[config.mk]
export PLATFORM = sky130hd
export DESIGN_NAME = pwm_meas
export DESIGN_NICKNAME = d
export VERILOG_FILES = /design/src/rtl/pwm_meas.sv
export SDC_FILE = /design/constraint.sdc
export NUM_CORES = 1
export LEC_CHECK = 0
export BUFFER_PORTS_ARGS = -buffer_cell sky130_fd_sc_hd__buf_4
export CORE_MARGIN = 5
export CORE_UTILIZATION = 41
export CTS_BUF_LIST = sky130_fd_sc_hd__clkbuf_16
export CTS_CLUSTER_SIZE = 12
export DETAILED_ROUTE_END_ITERATION = 6
export GPL_ROUTABILITY_DRIVEN = 1
export MAX_ROUTING_LAYER = met4
export SETUP_SLACK_MARGIN = 0.02
export SYNTH_ARGS = -nofsm -noshare
export SYNTH_HDL_FRONTEND = slang
export SYNTH_SLANG_ARGS = --single-unit
export TNS_END_PERCENT = 50
[constraint.sdc]
create_clock -name clk -period 11.9 [get_ports clk]
set_input_delay 1.19 -clock clk [delete_from_list [all_inputs] [get_ports clk]]
set_output_delay 1.19 -clock clk [all_outputs]
set_load 0.05 [all_outputs]
[src/rtl/pwm_meas.sv]
// pwm_meas: measures period and high time (in clk cycles) of an asynchronous
// PWM input between successive rising edges, and flags a stuck input.
//
// Ports:
//   clk        system clock
//   rst        asynchronous, active-high reset
//   pwm_in     asynchronous PWM input
//   en         measurement enable
//   timeout    max cycles without a rising edge before stuck is flagged (0 = off)
//   period_out last measured period
//   high_out   last measured high time
//   meas_valid one-cycle strobe when period_out/high_out update
//   stuck_high timeout expired with input high (sticky until next measurement)
//   stuck_low  timeout expired with input low (sticky until next measurement)
//   busy       measurement in progress (FSM not idle)
module pwm_meas #(
  parameter int unsigned W           = 32,
  parameter int unsigned SYNC_STAGES = 2
) (
  input  logic         clk,
  input  logic         rst,
  input  logic         pwm_in,
  input  logic         en,
  input  logic [W-1:0] timeout,
  output logic [W-1:0] period_out,
  output logic [W-1:0] high_out,
  output logic         meas_valid,
  output logic         stuck_high,
  output logic         stuck_low,
  output logic         busy
);

  // Fewer than two stages is not a safe synchronizer; clamp silently.
  localparam int unsigned NSYNC = (SYNC_STAGES < 2) ? 2 : SYNC_STAGES;
  localparam logic [W-1:0] CNT_MAX = '1;

  typedef enum logic [1:0] {
    ST_IDLE = 2'd0,
    ST_HIGH = 2'd1,
    ST_LOW  = 2'd2
  } state_e;

  logic [NSYNC-1:0] sync_q, sync_d;
  logic             p_q, p_d;
  logic             s, rise, fall;

  state_e           state_q, state_d;
  logic [W-1:0]     pcnt_q, pcnt_d;
  logic [W-1:0]     hcnt_q, hcnt_d;
  logic [W-1:0]     period_q, period_d;
  logic [W-1:0]     high_q, high_d;
  logic             valid_q, valid_d;
  logic             stuck_high_q, stuck_high_d;
  logic             stuck_low_q, stuck_low_d;
  logic             busy_q, busy_d;

  logic [W-1:0]     pcnt_inc, hcnt_inc;
  logic             timeout_hit;

  // Synchronizer shift and previous-sample history for edge detection
  always_comb begin
    sync_d = {sync_q[NSYNC-2:0], pwm_in};
    p_d    = s;
  end

  assign s    = sync_q[NSYNC-1];
  assign rise = s & ~p_q;
  assign fall = ~s & p_q;

  // Saturating increments; counters stick at all-ones instead of wrapping
  assign pcnt_inc    = (pcnt_q == CNT_MAX) ? pcnt_q : pcnt_q + W'(1);
  assign hcnt_inc    = (hcnt_q == CNT_MAX) ? hcnt_q : hcnt_q + W'(1);
  assign timeout_hit = (timeout != '0) && (pcnt_inc > timeout);

  // Next-state and output logic
  always_comb begin
    state_d      = state_q;
    pcnt_d       = pcnt_q;
    hcnt_d       = hcnt_q;
    period_d     = period_q;
    high_d       = high_q;
    valid_d      = 1'b0;
    stuck_high_d = stuck_high_q;
    stuck_low_d  = stuck_low_q;

    if (!en) begin
      // Disable beats any edge in the same cycle; partial counts are dropped.
      state_d = ST_IDLE;
    end else begin
      case (state_q)
        ST_IDLE: begin
          if (rise) begin
            pcnt_d  = W'(1);
            hcnt_d  = W'(1);
            state_d = ST_HIGH;
          end
        end
        ST_HIGH: begin
          if (timeout_hit) begin
            stuck_high_d = s;
            stuck_low_d  = ~s;
            state_d      = ST_IDLE;
          end else if (fall) begin
            pcnt_d  = pcnt_inc;
            state_d = ST_LOW;
          end else begin
            pcnt_d = pcnt_inc;
            hcnt_d = hcnt_inc;
          end
        end
        ST_LOW: begin
          // A rise closes the period even if the timeout expires this cycle.
          if (rise) begin
            period_d     = pcnt_q;
            high_d       = hcnt_q;
            valid_d      = 1'b1;
            stuck_high_d = 1'b0;
            stuck_low_d  = 1'b0;
            pcnt_d       = W'(1);
            hcnt_d       = W'(1);
            state_d      = ST_HIGH;
          end else if (timeout_hit) begin
            stuck_high_d = s;
            stuck_low_d  = ~s;
            state_d      = ST_IDLE;
          end else begin
            pcnt_d = pcnt_inc;
          end
        end
        default: state_d = ST_IDLE;
      endcase
    end

    busy_d = (state_d != ST_IDLE);
  end

  // State and output registers
  always_ff @(posedge clk or posedge rst) begin
    if (rst) begin
      sync_q       <= '0;
      p_q          <= 1'b0;
      state_q      <= ST_IDLE;
      pcnt_q       <= '0;
      hcnt_q       <= '0;
      period_q     <= '0;
      high_q       <= '0;
      valid_q      <= 1'b0;
      stuck_high_q <= 1'b0;
      stuck_low_q  <= 1'b0;
      busy_q       <= 1'b0;
    end else begin
      sync_q       <= sync_d;
      p_q          <= p_d;
      state_q      <= state_d;
      pcnt_q       <= pcnt_d;
      hcnt_q       <= hcnt_d;
      period_q     <= period_d;
      high_q       <= high_d;
      valid_q      <= valid_d;
      stuck_high_q <= stuck_high_d;
      stuck_low_q  <= stuck_low_d;
      busy_q       <= busy_d;
    end
  end

  assign period_out = period_q;
  assign high_out   = high_q;
  assign meas_valid = valid_q;
  assign stuck_high = stuck_high_q;
  assign stuck_low  = stuck_low_q;
  assign busy       = busy_q;

endmodule
## Word-level counts from Yosys, hierarchy flattened

Index checks and enable logic that the tools add are counted.

- Input bits: 36
- Output and inout port bits: 68
- Register bits after elaboration: 137
- Logic and storage cells: 64

- Bitwise gates (word level): 4
- Reduce and logical (&&, ||, !) cells: 12
- Multiplexer cells: 25
- Add/subtract/negate cells: 2
- Eq/ne operators: 9
- $lt $le $gt $ge: 1

Operators with widths:

| kind | count |
|---|---|
| $mux W32 | 7 |
| $pmux W32 S3 | 1 |
| $add A32 B1 Y32 const B | 2 |
| $eq A32 B32 Y1 const B | 2 |
| $pmux W32 S2 | 1 |
| $gt A32 B32 Y1 | 1 |
| $reduce_bool A32 Y1 | 1 |
| $mux W2 | 6 |
| $ne A2 B2 Y1 const B | 4 |
| $mux W1 | 7 |
| $pmux W2 S3 | 1 |
| $reduce_and A3 Y1 | 2 |
| $reduce_and A6 Y1 | 1 |
| $reduce_bool A2 Y1 | 3 |
| $pmux W1 S2 | 2 |
| $reduce_bool A3 Y1 | 1 |
| $and A1 B1 Y1 | 2 |
| $eq A2 B1 Y1 const B | 1 |
| $eq A2 B2 Y1 const B | 1 |
| $logic_not A2 Y1 | 1 |
| $ne A2 B1 Y1 const B | 1 |
| $not A1 Y1 | 2 |
| $reduce_and A2 Y1 | 1 |
| $reduce_or A2 Y1 | 1 |
| $logic_and A1 B1 Y1 | 1 |

## Logic depth before layout (Yosys ltp)

Gate-level depths: netlist of run 1.

- Depth after elaboration: 9
- Gate-level depth with buffers: 18
- Depth with buffers taken out: 15

## Least setup slack after synthesis of run 1

No wires, ideal clock.

- Path type: register to register
- Start point: register pcnt_q[24]
- End point: register hcnt_q[18]
- Library setup time: 0.137 ns
- Arrival: 3.667 ns
- Stages on the path, launching flop included: 18
- Buffers on the path: 4
- Slack: 8.096 ns
- Period minus slack after synthesis: 3.804 ns
- Required time: 11.763 ns
- Cell sequence: dfrtp_1 buf_2 nand2_1 or4_1 buf_2 o31ai_2 nor2_1 xor2_1 ha_1 a21oi_1 nand2_1 a221o_1 nor3_2 o22ai_2 buf_6 buf_6 o41ai_1 o31ai_1

- Word-level cells in the longest chain between the ends: 6
- Elaborated cells between the ends (all ways): 7
- Those cells by class: 1 x add/sub; 1 x order compare; 2 x eq/ne; 1 x mux; 2 x reduce/logical

RTL lines:

| item | line | text |
|---|---|---|
| start: declaration | 48 | `logic [W-1:0] pcnt_q, pcnt_d;` |
| start signal: assignment | 155 | `pcnt_q <= pcnt_d;` |
| $add A32 B1 Y32 / $eq A32 B32 Y1 (equally long branches) | 71 | `assign pcnt_inc = (pcnt_q == CNT_MAX) ? pcnt_q : pcnt_q + W'(1);` |
| $mux W32 * | 71 |  |
| $gt A32 B32 Y1 * | 73 | `assign timeout_hit = (timeout != '0) && (pcnt_inc > timeout);` |
| $logic_and A1 B1 Y1 * | 73 |  |
| $ne A2 B2 Y1 (no source line) * | n/a |  |
| $reduce_and A6 Y1 (no source line) * | n/a |  |
| end signal: assignment | 156 | `hcnt_q <= hcnt_d;` |
| end: declaration | 49 | `logic [W-1:0] hcnt_q, hcnt_d;` |

Mark *: on every way between the ends. The rest lies on a longest branch, timed or not.
A chain may end at the register's enable or synchronous reset.

## Worst setup path after layout of run 1

- Start point: register pcnt_q[0]
- End point: register pcnt_q[8]

- Word-level cells in the longest chain between the ends: 7
- Elaborated cells between the ends (all ways): 8
- Those cells by class: 1 x add/sub; 1 x order compare; 1 x eq/ne; 4 x mux; 1 x reduce/logical

RTL lines:

| item | line | text |
|---|---|---|
| $add A32 B1 Y32 / $eq A32 B32 Y1 (equally long branches) | 71 |  |
| $mux W32 * | 71 |  |
| $gt A32 B32 Y1 | 73 |  |
| $logic_and A1 B1 Y1 | 73 |  |
| $mux W32 * | 122 | `end else if (timeout_hit) begin` |
| $mux W32 | 113 | `if (rise) begin` |
| $pmux W32 S3 * | 90 | `case (state_q)` |

Marks and branches as above.

==> results.py, run 1 <==
metrics = {
    "setup_path": {
        "timing.rr.start": "pcnt_q[0]",
        "required_ns": 12.26,
        "worst-path-max-fanout": 33,
        "start_kind": "flip-flop",
        "worst_setup_path_end_kind": "flip-flop",
        "critical_path.max_stage_delay_ns": 0.80,
        "cp_slowest_cell": "o22ai_4",
        "reg2reg_setup_slack_ns": 6.06,
        "worst-setup-path-type": "reg -> reg",
        "cp.buffers_inverters": 1,
        "worstPathCellList": "ha_1, nand2_1, nor4_4, nand4_1, mux2_2, ha_1, nor2b_1, o211ai_1, a2111oi_0, nor3_2, o22ai_4, buf_4, a21o_1, a221o_1",
        "largest_delay_contributor_family_on_the_critical_path": "compound AO/OA/AOI/OAI gates",
        "reg2reg_to": "pcnt_q[8]",
        "cpMostUsedCell": "ha_1",
        "cp.arrival_ns": 6.20,
        "ff2ff_path_depth": 14,
    },
    "global_route": {
        "grt_use_total": 0.206,
        "first_global_vias": 6951,
        "global_route_wire_length_before_repair_mm": 38.6,
        "maximum_number_of_pins_on_one_net_before_global_route_repair": 88,
        "global_route.overflow_total": 0,
        "antenna_found_initial": 0,
    },
    "synthesis": {
        "syn_inst": 890,
        "synth_seq_area_share": 0.407,
        "synth_xor_xnor_area_share": 0.0312,
        "synthDistinctLibCells": 74,
        "compound_gate_fraction_of_synth_area": 0.166,
        "post_synth_mux_area_share": 0.0800,
        "synth_enable_flop_cells": 0,
        "nets_in_the_synthesized_netlist": 965,
        "synth_top_cells_by_area": "dfrtp_1 41%, mux2_2 7.7%, ha_1 5.8%",
        "syn_area_per_cell_sq_um": 9.47,
        "synth_top_family_by_area": "simple AND/OR/NAND/NOR gates",
        "post_synth_and_or_nand_nor_area_fraction": 0.205,
        "synth_top_cell_by_area": "dfrtp_1",
        "synth.top_cells.by_count": "137 x dfrtp_1, 95 x nand2_1, 67 x nand3_1, 58 x mux2_2, 52 x inv_1",
        "synth.top_cell.area_share": 0.407,
        "synthMostInstantiatedCell": "dfrtp_1",
        "ys_warn_count": 0,
        "postSynthRegisterBits": 137,
        "postSynth.asyncResetShare": 1.00,
        "yosys.area_share.adder": 0.0579,
        "syn-cell-area_sq_um": 8430,
        "postSynth.topFlopCell": "dfrtp_1",
    },
    "timing": {
        "pin_slew_with_the_least_headroom_to_its_limit_ns": 1.13,
        "hold_viol": 0,
        "totalNegativeSetupSlack_ns": 0,
        "clock-skew-final_ns": 0.00825,
        "finalHoldWorstSlack_ns": 0.350,
        "clock.fmax_mhz": 171,
        "maxSlewHeadroom": 0.246,
        "total_of_endpoints_with_negative_setup_slack_in_the_final_report": 0,
        "grt_setup_unrepaired": "false",
        "finalWorstPathRequiredPeriod_ns": 5.84,
        "timing.final.max_slew_violations": 0,
        "layout_worst_path_cycle_share": 0.490,
    },
    "cells_and_area": {
        "fin_nets": 1038,
        "final_layout_size_suffix_gt1_frac": 0.226,
        "insertedDiodeCount": 0,
        "synthToLayoutAreaGrowth_pct": 17.9,
        "fill_cells": 1926,
        "final_core_utilization": 0.491,
    },
    "clock_network": {
        "cts-buffers-inserted": 17,
        "cts_num_sinks": 137,
        "post-cts-setup-buffer-count": 0,
        "tritoncts": "done",
        "cts_resized": 0,
        "cts.reportedPaths.clkPinSlew_ns": 0.06,
        "ctsHtreeMaxLevel": 4,
        "cts_root_buf": "clkbuf_16",
        "clock_latency_ns": 0.43,
        "clockBufferDepth": 2,
        "hold_buffers": 0,
    },
    "job": {
        "max_cap_viol_count": 0,
    },
    "drt": {
        "drt_first_iter_violations": 671,
        "drcViolationCount": 0,
        "wl_per_cell_microns": 18.7,
        "final_antenna_net_count": 0,
        "detailroute.via_count": 7221,
        "detail_route.wirelength_mm": 23.2,
        "drtPass1Iterations": 5,
        "viasPerCell": 5.80,
    },
    "placement": {
        "dp_hpwl_mm": 15.9,
        "gp_routability_congestion": 0.891,
        "number_of_port_buffers": 103,
    },
    "worst_hold_path": {
        "hold_path_class": "reg -> reg",
        "worst_hold_launch": "sync_q[0]",
        "min_to": "sync_q[1]",
        "instance_count_along_the_most_critical_hold_path": 0,
    },
    "floorplanning": {
        "rows": 52,
        "die_w_microns": 153,
        "design.portCount": 104,
        "coreArea_sq_um": 20200,
        "die_height_microns": 153,
        "initial_cell_density_of_the_core": 0.417,
        "die_area_sq_um": 23500,
    },
    "power": {
        "p_leak_uw": 0.00455,
        "irDropWorstVdd_uv": 106,
        "power.density_nw_per_um2": 120,
        "finalPower_uw": 1190,
    },
    "outcome": {
        "run_status": "finished, final reports clean",
    },
}
-- stage by stage --
step                      setup slack, ns  std cells  cell area (sq um)
after floorplan                      7.04        890               8430
after global placement               6.26       1214               9340
after detailed placement             6.11       1214               9340
after CTS                            6.07       1246               9940
after global routing                 5.72       1246               9940
final                                6.06       1246               9940
-- per-layer routing --
layer / vias up / track usage / wire length, microns
li1: 3459 / - / -
met1: 3526 / 0.315 / 12000
met2: 210 / 0.283 / 9830
met3: 26 / 0.0393 / 1190
met4: 0 / 0.0416 / 236
met5: - / - / 0
-- how the worst max path moves through the flow --
stage | end | from | cells after the start
after floorplan | busy | rst | 1
after global placement | pcnt_q[31] | pcnt_q[0] | 14
after detailed placement | pcnt_q[31] | pcnt_q[0] | 14
after CTS | pcnt_q[31] | pcnt_q[0] | 14
after global routing | pcnt_q[8] | pcnt_q[0] | 14
final | pcnt_q[8] | pcnt_q[0] | 14
-- state kept, by name, summed over array words and instances (netlist names) --
name        flops
busy            1
high_out       32
sync_q          2
stuck_high      1
hcnt_q         32
state_q         2
pcnt_q         32
p_q             1
stuck_low       1
period_out     32
meas_valid      1
-- power by group --
part	internal, uW	switching [uW]	leakage [uW]	total, uW
logic	49.0	101	0.00237	150
clock network	329	216	0.000289	546
registers	478	14.0	0.00189	492
total	856	331	0.00455	1190
-- layout make-up --
| class | count | area (sq um) | share of cell area |
|---|---|---|---|
| clock buffer | 17 | 425 | 0.0428 |
| sequential | 137 | 3430 | 0.345 |
| tap | 270 | 338 | 0.0340 |
| clock inverter | 15 | 174 | 0.0175 |
| inverter | 52 | 200 | 0.0201 |
| multi-input combinational | 649 | 4580 | 0.460 |
| timing repair buffer | 106 | 796 | 0.0801 |
-- cell usage in the layout, fill, tap and decap left out, types with 21 or more instances in the layout --
cell type,count
mux2_2,58
nor2_1,26
nand4_1,27
nand3_1,67
o31ai_1,24
nand2_1,94
o21ai_0,33
xnor2_1,26
inv_1,52
dfrtp_1,137
buf_4,106
a21oi_1,26
ha_1,39
o211ai_1,21
-- kinds of logic after synthesis --
kind of cell	Yosys count
AO/OA/AOI/OAI	195
XOR/XNOR	30
adder cells (fa/ha/maj)	39
buffers and inverters	104
flip-flops	137
multiplexers	60
AND/OR/NAND/NOR	325
-- worst register-to-register path, stage by stage (launching register included) --
cell and delay (ns):
dfrtp_1 0.44, ha_1 0.22, nand2_1 0.16, nor4_4 0.44, nand4_1 0.62, mux2_2 0.52
ha_1 0.29, nor2b_1 0.14, o211ai_1 0.09, a2111oi_0 0.49, nor3_2 0.16, o22ai_4 0.80
buf_4 0.51, a21o_1 0.63, a221o_1 0.27
Note: power is estimated with default switching activity, not from simulation.
==> run 2: changes to the inputs <==
==> constraint.sdc (replaced) <==
create_clock -name clk -period 5.3 [get_ports clk]
set_input_delay 0.53 -clock clk [delete_from_list [all_inputs] [get_ports clk]]
set_output_delay 0.53 -clock clk [all_outputs]
set_load 0.05 [all_outputs]
==> run 2 against run 1 <==
  * Clock power increased by 120%
  * Maximum frequency increased by 22%
  * Wire length is 0.88% higher
  * Combinational power up 130%
  * Final area grew 0.74%
  * Clock skew is 0.0044 ns higher
  * First-iteration DRC count up 9.2%
  * Non-clock buffer count rose by 13
  * Register-to-register slack worse by 5.5 ns
  * Utilization grew 0.36 points
  * Largest power group unchanged
==> results.py, run 2 (synthesis gave the netlist of run 1 again) <==
metrics = {
    "setup_path": {
        "worstPathCellList": "nand2_1, or4_1, o31ai_2, buf_4, nor2_1, xor2_1, ha_1, nand4_1, nor4_1, a21o_1, o22ai_4, buf_4, buf_4, o41ai_1, o31ai_1",
        "reg2reg_setup_slack_ns": 0.53,
        "worst_setup_path_end_kind": "flip-flop",
        "worst-setup-path-type": "reg -> reg",
        "required_ns": 5.60,
        "cp.arrival_ns": 5.07,
        "cpMostUsedCell": "buf_4",
        "cp_slowest_cell": "nor4_1",
        "critical_path.max_stage_delay_ns": 0.70,
        "start_kind": "flip-flop",
        "worst-path-max-fanout": 18,
    },
    "clock_network": {
        "clock_latency_ns": 0.43,
        "cts_num_sinks": 137,
        "ctsHtreeMaxLevel": 4,
        "post-cts-setup-buffer-count": 0,
        "tritoncts": "done",
        "cts-buffers-inserted": 17,
        "hold_buffers": 0,
        "cts_root_buf": "clkbuf_16",
        "cts_resized": 0,
        "clockBufferDepth": 2,
        "cts.reportedPaths.clkPinSlew_ns": 0.06,
    },
    "timing": {
        "finalWorstPathRequiredPeriod_ns": 4.77,
        "timing.final.max_slew_violations": 0,
        "grt_setup_unrepaired": "false",
        "hold_viol": 0,
        "layout_worst_path_cycle_share": 0.901,
        "pin_slew_with_the_least_headroom_to_its_limit_ns": 1.09,
        "clock.fmax_mhz": 209,
        "totalNegativeSetupSlack_ns": 0,
        "clock-skew-final_ns": 0.0127,
        "maxSlewHeadroom": 0.270,
        "total_of_endpoints_with_negative_setup_slack_in_the_final_report": 0,
        "setup_slack_of_the_critical_path_after_layout_ns": 0.527,
    },
    "drt": {
        "viasPerCell": 5.83,
        "detail_route.wirelength_mm": 23.5,
        "wl_per_cell_microns": 18.6,
        "route.top_layer_used": "met4",
        "dr_wl_met3_mm": 1.33,
        "drt_first_iter_violations": 733,
        "drcViolationCount": 0,
        "final_antenna_net_count": 0,
        "detailroute.via_count": 7333,
        "drtPass1Iterations": 7,
        "met2WireLength_mm": 9.91,
        "routedLengthMet1_mm": 11.9,
    },
    "placement": {
        "number_of_port_buffers": 103,
        "gp_routability_congestion": 0.899,
        "dpl_worst_slack_ns": 0.722,
        "dp_hpwl_mm": 16.2,
    },
    "cells_and_area": {
        "final_layout_size_suffix_gt1_frac": 0.229,
        "synthToLayoutAreaGrowth_pct": 18.8,
        "fill_cells": 1906,
        "layout.cells.most_common_list": "137 x dfrtp_1, 118 x buf_4, 94 x nand2_1, 67 x nand3_1, 58 x mux2_2",
        "fin_nets": 1051,
        "insertedDiodeCount": 0,
        "most_common_cell_after_layout_fill_and_taps_aside": "dfrtp_1",
    },
    "floorplanning": {
        "initial_cell_density_of_the_core": 0.417,
        "die_area_sq_um": 23500,
        "design.portCount": 104,
        "die_height_microns": 153,
        "rows": 52,
        "die_w_microns": 153,
        "coreArea_sq_um": 20200,
    },
    "power": {
        "power.density_nw_per_um2": 263,
        "p_leak_uw": 0.00461,
        "irDropWorstVdd_uv": 205,
    },
    "global_route": {
        "global_route.overflow_total": 0,
        "first_global_vias": 7058,
        "maximum_number_of_pins_on_one_net_before_global_route_repair": 98,
        "antenna_found_initial": 0,
        "grt_use_total": 0.206,
        "global_route_wire_length_before_repair_mm": 38.8,
    },
    "job": {
        "max_cap_viol_count": 0,
    },
    "outcome": {
        "run_status": "finished, final reports clean",
    },
    "worst_hold_path": {
        "hold_path_class": "in -> reg",
    },
}
## run 2: changes by cell type in the layout (fill, tap and decap cells not counted), sizes merged
cell | previous run | this run
clkinvlp | 3 | 2
clkinv | 5 | 7
inv | 56 | 54
buf | 106 | 119
## run 2: report_power, final
part	internal, uW	leakage (uW)	switching, uW
Sequential	1070	0.00189	33.2
Clock	721	0.000276	456
Combinational	116	0.00244	230
Total	1910	0.00461	719
## run 2: final timing paths
path | from | end | cells past startpoint
max | pcnt_q[25] | hcnt_q[18] | 15
min in group asynchronous | rst | high_out[11] | 2
max in group asynchronous | rst | pcnt_q[29] | 3
max reg2reg | pcnt_q[25] | hcnt_q[18] | 15
min reg2reg | sync_q[0] | sync_q[1] | 0
min | pwm_in | sync_q[0] | 1
## run 2: layout make-up
cell class / instances / area [sq um] / area share
Multi-Input combinational cell: 649 / 4570 / 0.457
Sequential cell: 137 / 3430 / 0.342
Timing Repair Buffer: 119 / 906 / 0.0905
Clock buffer: 17 / 425 / 0.0425
Tap cell: 270 / 338 / 0.0337
Inverter: 52 / 200 / 0.0200
Clock inverter: 14 / 140 / 0.0140
## run 2: stage by stage
step | power, uW | area, sq um | instances | utilization | hold WS, ns
finish | 2630 | 10000 | 1258 | 0.495 | 0.202
global route | 2740 | 10000 | 1258 | 0.495 | 0.191
CTS | 2650 | 10000 | 1258 | 0.495 | 0.189
detailed placement | 1470 | 9450 | 1227 | 0.467 | 0.347
global placement | 1460 | 9450 | 1227 | 0.467 | 0.334
floorplan | 1350 | 8430 | 890 | - | 0.331
## run 2: routing by layer
metal  vias to the layer above  global-route usage
met5                         -                   -
met4                         0              0.0551
met3                        32              0.0356
met2                       264               0.286
met1                      3556               0.309
li1                       3481                   -
## run 2: worst max-delay path: cells and delay by family, from the launching register on
family	cells	cell delay, ns
simple gates	5	1.76
fa+ha+maj	1	0.33
xor+xnor	1	0.15
compound gates	5	1.30
buf+inv	3	0.60
flops	1	0.49
==> run 3: changes to the inputs <==
==> constraint.sdc (replaced) <==
create_clock -name clk -period 5.1 [get_ports clk]
set_input_delay 0.51 -clock clk [delete_from_list [all_inputs] [get_ports clk]]
set_output_delay 0.51 -clock clk [all_outputs]
set_load 0.05 [all_outputs]
==> run 3 against run 2 <==
  * Maximum frequency is 2.7% higher
  * Final area shrank 0.68%
  * Clock skew decreased by 0.0020 ns
  * Sequential share of layout area up 0.23 points
  * Clock power shrank 5%
  * Sequential cell count did not move
  * Critical path type unchanged
  * Highest routed layer unchanged
==> results.py, run 3 (synthesis gave the netlist of run 1 again) <==
metrics = {
    "outcome": {
        "run_status": "finished, final reports clean",
    },
    "timing": {
        "total_of_endpoints_with_negative_setup_slack_in_the_final_report": 0,
        "timing.final.max_slew_violations": 0,
        "clock.fmax_mhz": 215,
        "totalNegativeSetupSlack_ns": 0,
        "pin_slew_with_the_least_headroom_to_its_limit_ns": 0.939,
        "grt_setup_unrepaired": "false",
        "layout_worst_path_cycle_share": 0.911,
        "hold_viol": 0,
        "clock-skew-final_ns": 0.0107,
        "maxSlewHeadroom": 0.372,
        "finalWorstPathRequiredPeriod_ns": 4.65,
    },
    "clock_network": {
        "hold_buffers": 0,
        "cts-buffers-inserted": 17,
        "cts_root_buf": "clkbuf_16",
        "clockBufferDepth": 2,
        "ctsHtreeMaxLevel": 4,
        "cts_num_sinks": 137,
        "cts_resized": 0,
        "post-cts-setup-buffer-count": 0,
        "tritoncts": "done",
        "cts.reportedPaths.clkPinSlew_ns": 0.06,
        "clock_latency_ns": 0.43,
    },
    "global_route": {
        "grt_use_total": 0.199,
        "first_global_vias": 6916,
        "antenna_found_initial": 0,
        "global_route_wire_length_before_repair_mm": 37.5,
        "maximum_number_of_pins_on_one_net_before_global_route_repair": 103,
        "global_route.overflow_total": 0,
    },
    "worst_hold_path": {
        "worst_hold_launch": "pwm_in",
        "instance_count_along_the_most_critical_hold_path": 1,
        "hold_path_class": "in -> reg",
        "min_to": "sync_q[0]",
    },
    "setup_path": {
        "timing.rr.start": "pcnt_q[25]",
        "ff2ff_path_depth": 14,
        "worst_setup_path_end_kind": "flip-flop",
        "reg2reg_to": "hcnt_q[0]",
        "reg2reg_setup_slack_ns": 0.45,
        "worst-path-max-fanout": 15,
        "worst-setup-path-type": "reg -> reg",
        "cp.arrival_ns": 4.96,
        "start_kind": "flip-flop",
        "required_ns": 5.41,
        "crit_start": "pcnt_q[25]",
    },
    "drt": {
        "drcViolationCount": 0,
        "detail_route.wirelength_mm": 22.8,
        "drtPass1Iterations": 7,
        "viasPerCell": 5.75,
        "final_antenna_net_count": 0,
        "wl_per_cell_microns": 18.2,
        "drt_first_iter_violations": 572,
        "detailroute.via_count": 7227,
    },
    "power": {
        "power_switching_uw": 771,
        "p_leak_uw": 0.00458,
        "flop_pwr_share": 0.438,
        "pwr-share-clk": 0.427,
        "internal_power_uw": 1850,
        "power.density_nw_per_um2": 264,
        "comb_power_share": 0.135,
        "power.share.switching": 0.294,
        "irDropWorstVdd_uv": 243,
    },
    "floorplanning": {
        "die_area_sq_um": 23500,
        "design.portCount": 104,
        "die_height_microns": 153,
        "initial_cell_density_of_the_core": 0.417,
        "rows": 52,
        "die_w_microns": 153,
        "coreArea_sq_um": 20200,
    },
    "cells_and_area": {
        "multi_input_comb_area_sq_um": 4570,
        "insertedDiodeCount": 0,
        "final-seq-area_sq_um": 3430,
        "fin_nets": 1049,
        "final_core_utilization": 0.491,
        "synthToLayoutAreaGrowth_pct": 18.0,
        "fill_cells": 1909,
        "most_common_cell_after_layout_fill_and_taps_aside": "dfrtp_1",
        "final_layout_size_suffix_gt1_frac": 0.235,
        "layout.cells.most_common_list": "137 x dfrtp_1, 117 x buf_4, 94 x nand2_1, 67 x nand3_1, 58 x mux2_2",
    },
    "placement": {
        "gp_routability_congestion": 0.894,
        "dp_hpwl_mm": 15.9,
        "number_of_port_buffers": 103,
    },
    "job": {
        "max_cap_viol_count": 0,
    },
}
run 3: stage by stage:
stage               total power (uW)  cells  cell area [sq um]  setup WS [ns]  hold slack (ns)
global placement                1520   1225               9420          0.644            0.333
detailed placement              1520   1225               9420          0.514            0.336
finish                          2630   1256               9940          0.453            0.188
floorplan                       1400    890               8430          0.922            0.331
CTS                             2660   1256               9940          0.492            0.167
global route                    2740   1256               9940          0.147            0.169
run 3: per-layer routing:
metal | share of wire | vias up | GRT usage
li1 | - | 3483 | -
met1 | 0.52 | 3498 | 0.303
met2 | 0.42 | 219 | 0.270
met3 | 0.054 | 27 | 0.0396
met4 | 0.012 | 0 | 0.0509
met5 | 0 | - | -
run 3: power groups by stage:
stage,Sequential (uW),Combinational (uW),Clock [uW]
5_1_grt,1150,398,1190
3_5_place_dp,1170,354,0
4_1_cts,1150,356,1150
6_report,1150,354,1120
2_1_floorplan,1200,203,0
3_3_place_gp,1170,350,0
run 3: worst max path at each step:
stage | endpoint | cells past startpoint
after floorplan | busy | 1
after global placement | hcnt_q[0] | 14
after detailed placement | hcnt_q[0] | 14
after CTS | hcnt_q[0] | 14
after global routing | hcnt_q[0] | 14
final | hcnt_q[0] | 14
run 3: final cells by class:
class                   count  share of cell area
clock buffers              17              0.0428
clock inverters            14              0.0101
inverters                  52              0.0201
multi-input cells         649               0.460
flip-flops and latches    137               0.345
well taps                 270              0.0340
repair buffers            117              0.0883
run 3: worst max-delay path, stage by stage, from the launching register on:
cell and delay (ns):
dfrtp_1 0.46, nand2_1 0.15, or4_1 0.64, o31ai_2 0.46, nor2_1 0.14, xor2_1 0.26
ha_1 0.31, nand4_1 0.19, nor2_1 0.08, a221o_1 0.34, nor3_2 0.36, o22ai_4 0.21
buf_4 0.25, o31ai_2 0.33, mux2_1 0.35
